File: src/rtl/mux_pkg.sv
// Shared width constant and source tag for the two-input round-robin mux and its bench.
package mux_pkg;

  localparam int MUX_W = 8;

  typedef enum logic {
    SRC_A = 1'b0,
    SRC_B = 1'b1
  } src_e;

endpackage

File: src/rtl/mux_rr_arb_rr_arb2.sv
// Two-requester arbiter: combinational grant plus the round-robin pointer.
// MUX_RR_ARB_FIXED_PRIO_EN makes A always win contention and drops the pointer.
module rr_arb2
  import mux_pkg::*;
(
  input  logic       clk,
  input  logic       reset,
  input  logic [1:0] req,
  input  logic       advance,
  output logic [1:0] gnt
);

`ifdef MUX_RR_ARB_FIXED_PRIO_EN
  logic unused;
  assign unused = ^{clk, reset, advance};

  always_comb begin
    gnt = 2'b00;
    if (req[0])      gnt = 2'b01;
    else if (req[1]) gnt = 2'b10;
  end
`else
  // last holds the most recently granted source; reset to B so A wins first.
  src_e last;

  always_ff @(posedge clk) begin
    if (reset)        last <= SRC_B;
    else if (advance) last <= gnt[1] ? SRC_B : SRC_A;
  end

  always_comb begin
    gnt = req;
    if (req == 2'b11) gnt = (last == SRC_A) ? 2'b10 : 2'b01;
  end
`endif

endmodule

File: src/rtl/mux_rr_arb.sv
// Two-source arbitrated mux into a one-entry registered output stage.
// Build option: MUX_RR_ARB_FIXED_PRIO_EN (A always wins contention).
module mux_rr_arb
  import mux_pkg::*;
#(
  parameter int N = MUX_W
) (
  input  logic         clk,
  input  logic         reset,
  input  logic [N-1:0] a_i,
  input  logic         a_valid_i,
  output logic         a_ready_o,
  input  logic [N-1:0] b_i,
  input  logic         b_valid_i,
  output logic         b_ready_o,
  output logic [N-1:0] y_o,
  output logic         sel_o,
  output logic         y_valid_o,
  input  logic         y_ready_i
);

  logic [1:0] req;
  logic [1:0] gnt;
  logic       load_en;
  logic       accept;

  assign load_en = !y_valid_o || y_ready_i;
  // Masking requests in reset keeps both readies low without touching the pointer.
  assign req     = reset ? 2'b00 : {b_valid_i, a_valid_i};

  rr_arb2 u_arb (
    .clk     (clk),
    .reset   (reset),
    .req     (req),
    .advance (accept),
    .gnt     (gnt)
  );

  assign a_ready_o = load_en && gnt[0];
  assign b_ready_o = load_en && gnt[1];
  assign accept    = a_ready_o || b_ready_o;

  always_ff @(posedge clk) begin
    if (reset) begin
      y_valid_o <= 1'b0;
      y_o       <= '0;
      sel_o     <= SRC_A;
    end else if (load_en) begin
      y_valid_o <= accept;
      if (accept) begin
        y_o   <= gnt[1] ? b_i : a_i;
        sel_o <= gnt[1];
      end
    end
  end

endmodule
File: config.mk
export PLATFORM = sky130hd
export DESIGN_NAME = mux_rr_arb
export DESIGN_NICKNAME = d
export VERILOG_FILES = /design/src/rtl/mux_pkg.sv /design/src/rtl/mux_rr_arb_rr_arb2.sv /design/src/rtl/mux_rr_arb.sv
export SDC_FILE = /design/constraint.sdc
export NUM_CORES = 1
export LEC_CHECK = 0
export ABC_AREA = 1
export BUFFER_PORTS_ARGS = -buffer_cell sky130_fd_sc_hd__clkbuf_2
export CAP_MARGIN = 5
export CORE_MARGIN = 4
export CORE_UTILIZATION = 40
export DETAILED_ROUTE_END_ITERATION = 16
export GPL_TIMING_DRIVEN = 0
export HOLD_SLACK_MARGIN = 0.02
export PLACE_DENSITY = 0.73
export RECOVER_POWER = 100
export SETUP_SLACK_MARGIN = 0.1
export SYNTH_ARGS = -nofsm -noshare
export SYNTH_HDL_FRONTEND = slang
export SYNTH_SLANG_ARGS = --single-unit
File: constraint.sdc
create_clock -name clk -period 1.5 [get_ports clk]
set_clock_uncertainty 0.1 [all_clocks]
set_input_delay 0.3 -clock clk [delete_from_list [all_inputs] [get_ports clk]]
set_output_delay 0.3 -clock clk [all_outputs]
set_load 0.02 [all_outputs]
---- Word-level counts from Yosys, hierarchy flattened ----
Cells that the tools add are included.
storage, ports and cells
  bits in registers ....................... 11
  word-level logic and storage cells ...... 16
cells by class
  multiplexer cells ....................... 5
  eq/ne operators ......................... 1
  reduce and logical (&&, ||, !) cells .... 6
operators by type and width
  cell                number
  $mux 8              1
  $mux 2              3
  $eq 2x2->1 const B  1
  $logic_and 1x1->1   2
  $logic_or 1x1->1    2
  $reduce_and 2->1    1
  $logic_not 1->1     1
  $mux 1              1

---- Logic depth before layout (Yosys ltp) ----
  word-level depth ........................ 6
  mapped depth ............................ 8
  mapped depth without buffers ............ 8

---- Cells and area by module ----
Synthesis repeated with hierarchy kept, for this count alone.
second synthesis, totals
  cell total of the unflattened synthesis .. 102
  area total of the unflattened synthesis .. 611.8 um2
by module, submodules not included
  module      area each (um2)  cells an instance  instances  seq. area each (um2)
  mux_rr_arb  553.0            93                 1          200.2
  rr_arb2     58.8             9                  1          20.0

---- Worst setup path before layout ----
Ideal clock, no wire load.
  kind .................................... reg-to-output
  start ................................... register y_valid_o
  end ..................................... output port a_ready_o
  data arrival time ....................... 991 ps
  slack ................................... 109 ps
  data required time ...................... 1,100 ps
  path buffers ............................ 1
  stages on the path, launching flop included .. 5
  cell sequence ........................... dfxtp_1 nand2_1 nand3_1 buf_4 inv_1
between the ends
  word-level cells in the longest chain between the ends .. 3
ends and longest elaborated chain
  element                   RTL line          RTL
  start: declaration        mux_rr_arb.sv:18  output logic y_valid_o,
  start signal: assignment  mux_rr_arb.sv:49  y_valid_o <= accept;
  $logic_not 1->1           mux_rr_arb.sv:27  assign load_en = !y_valid_o || y_ready_i;
  $logic_or 1x1->1          mux_rr_arb.sv:27
  $logic_and 1x1->1         mux_rr_arb.sv:39  assign a_ready_o = load_en && gnt[0];
  end: declaration          mux_rr_arb.sv:12  output logic a_ready_o,
Every way passes these cells.

---- Worst setup path in the final report ----
  start ................................... register u_arb.last
  end ..................................... output port a_ready_o
between the ends
  word-level cells in the longest chain between the ends .. 3
ends and longest elaborated chain
  element                   RTL line                  RTL
  start: declaration        mux_rr_arb_rr_arb2.sv:24  src_e last;
  start signal: assignment  mux_rr_arb_rr_arb2.sv:28  else if (advance) last <= gnt[1] ? SRC_B : SRC_A;
  $mux 2 (2 in a row)       mux_rr_arb_rr_arb2.sv:33  if (req == 2'b11) gnt = (last == SRC_A) ? 2'b10 : 2'b01;
  $logic_and 1x1->1         mux_rr_arb.sv:39
Every way passes these cells.

==> impl_metrics.py <==
metrics = {
    "status": {
        "status": "finished clean",
    },
    "die": {
        "dieArea_um2": 2332,
        "num_rows": 14,
        "fp.dieH_um": 48.29,
        "ios": 33,
        "coreArea_um2": 1524,
        "fp.dieW_um": 48.29,
        "initial_core_util": 0.4261,
    },
    "clock_network": {
        "hold_buffers": 0,
        "clkSinkCount": 11,
        "htreeDepth": 1,
        "insertion_delay_ns": 0.27,
        "cts_inserted_buffers": 3,
        "cts_tree": "done",
        "cts_root_buf": "clkbuf_4",
        "clk_pin_slew_worst_paths_ns": 0.07,
        "clockBufferDepth": 2,
    },
    "logic_synthesis": {
        "muxShareOfSynthArea": 0,
        "synth_cell_types": 13,
        "synthesis.area_um2": 649.4,
        "seq_area_frac_synth": 0.3391,
        "syn_nets": 122,
        "syn_avg_cell_area_um2": 6.429,
        "synth_cells": 101,
        "synth-seq-cells": 11,
        "yosysWarnings": 0,
        "synthAdderAreaFrac": 0,
        "synth_top_family_by_area": "simple AND/OR/NAND/NOR gates",
        "synth_xor_area_frac": 0,
        "synth-simple-area-share": 0.5183,
        "synth_compound_area_frac": 0.01541,
    },
    "critical_path": {
        "endpoint_kind": "output port",
        "startpoint_type": "flop",
        "slowest_stage": "dfxtp_4",
        "crit_buf_inv": 4,
        "cp_cell_sequence": "inv_2, nand2_2, nand3_2, buf_6, inv_4, buf_8",
        "required_ns": 1.10,
        "cp_slowest_stage_delay_ns": 0.37,
        "path_max_fanout": 3,
        "cp_data_arrival_time_ns": 1.07,
        "crit_type": "flop to output port",
        "cp_top_family": "flip-flops",
    },
    "sta": {
        "report.final.slew_viol_count": 0,
        "relSlewSlack": 0.8023,
        "fin_setup_tns_ns": 0,
        "tightest_slew_ns": 0.2948,
        "post-route-period-util": 0.9810,
        "max_freq_ghz": 0.6796,
        "hold_violations": 0,
        "setup_violations": 0,
        "finalCriticalPeriod_ns": 1.472,
        "rsz0062_at_grt": "yes",
    },
    "routing": {
        "wl_met2_um": 816,
        "drtAntennaViolNets": 0,
        "routed.top_layer": "met4",
        "wl_met1_um": 634,
        "route.met3.wl_um": 112,
        "wl_per_cell_um": 9.906,
        "drt-vias-per-instance": 4.613,
        "vias": 738,
        "post-route-drc-count": 0,
        "drtIter0Drc": 7,
        "firstDrtPassIters": 4,
        "routed_wl_um": 1585,
    },
    "finish": {
        "drive_gt1_frac": 0.3681,
        "area_delta_synth_final_pct": 47.59,
        "antenna_cells": 0,
        "final_util": 0.6289,
        "seq_area_um2": 225.2,
        "final_nets": 166,
        "multi_input_area_um2": 374.1,
        "fill_cells": 143,
        "final_cell_mix": "nand2_1 (30), clkbuf_2 (21), nor2_1 (17), inv_1 (13), clkbuf_1 (11)",
        "final_common_cell": "nand2_1",
    },
    "pwr": {
        "irDropWorstVdd_uv": 580.9,
        "p_leak_nw": 0.5556,
        "p_per_area_nw_per_um2": 834.5,
    },
    "worst_hold_path": {
        "hold_class": "input pin to flop",
    },
    "placed_design": {
        "place_hpwl_um": 1102,
        "place_congestion": 0.7582,
        "numPortBuffers": 32,
    },
    "job": {
        "maxCapViolations": 0,
    },
    "global_routing": {
        "grt_pass1_wl_um": 2366,
        "first_global_vias": 581,
        "grt_max_degree": 11,
        "grt_use_total": 0.1523,
        "antenna_found_initial": 0,
        "overflow": 0,
    },
}
## cells in the mapped netlist
cell,n,share of area
inv_1,15,0.087
nor2_1,17,0.098
nand3_1,9,0.069
nand3_2,9,0.14
nand2_2,1,0.0096
inv_2,1,0.0058
buf_6,1,0.017
nor2_4,1,0.017
a21oi_1,2,0.015
clkinv_1,1,0.0058
buf_4,1,0.012
nand2_1,32,0.18
dfxtp_1,11,0.34
## logic make-up (layout without fill, tap and decap cells)
| family | count (synthesis) | after routing |
|---|---|---|
| AO/OA/AOI/OAI | 2 | 2 |
| buffers and inverters | 19 | 62 |
| AND/OR/NAND/NOR | 69 | 69 |
| flip-flops | 11 | 11 |
## worst register-to-register path, delay by kind of cell (launching register included)
family                 cells  cell delay (ns)
buffers and inverters      3             0.47
flip-flops                 1             0.36
AND/OR/NAND/NOR            5             0.42
## sequential cells by signal (all words and copies together), names as in the netlist
| signal | cells |
|---|---|
| sel_o | 1 |
| u_arb.last | 1 |
| y_o | 8 |
| y_valid_o | 1 |
## power by group
group          switching [mW]  internal, mW
clock                   0.101         0.103
sequential             0.0153         0.320
combinational           0.152         0.109
## final timing paths
kind                                               from                  end  slack, ns  cells after the start
worst max-delay path            u_arb.last$_SDFFE_PP1P_            a_ready_o       0.03                      6
worst min-delay path                              reset   sel_o$_SDFFE_PP0P_       0.17                      2
worst max register to register  u_arb.last$_SDFFE_PP1P_  y_o[4]$_SDFFE_PP0P_       0.09                      8
worst min register to register       sel_o$_SDFFE_PP0P_   sel_o$_SDFFE_PP0P_       0.36                      2
## timing repair
item,4_1_cts,5_1_grt
endpoints found under the setup margin,2,2
pin swaps,5,3
buffers inserted,5,2
resized for setup,12,10
## layout make-up
cell class                      count  area share
Buffer                              2     0.02742
Clock buffer                        4     0.02742
Inverter                           17     0.07180
Multi-Input combinational cell     71      0.3903
Sequential cell                    11      0.2350
Tap cell                           16     0.02089
Timing Repair Buffer               39      0.2272
## layer usage
metal | vias up | global-route usage
li1 | 393 | -
met1 | 320 | 0.1770
met2 | 21 | 0.2396
met3 | 4 | 0.07011
met4 | 0 | 0.06452
met5 | - | 0
## per-stage QoR
step,cell area [um2],setup slack [ns],power [mW],std cells,hold slack [ns]
after global placement,829.5,-0.08324,0.5688,149,0.3487
after global routing,958.4,-0.05953,0.8608,160,0.1633
after floorplan,649.4,0.1090,0.4965,101,0.2691
after detailed placement,829.5,-0.09651,0.5722,149,0.3541
after CTS,933.4,-0.03948,0.8084,158,0.1525
final,958.4,0.02849,0.7998,160,0.1694
(Power assumes the default switching activity.)
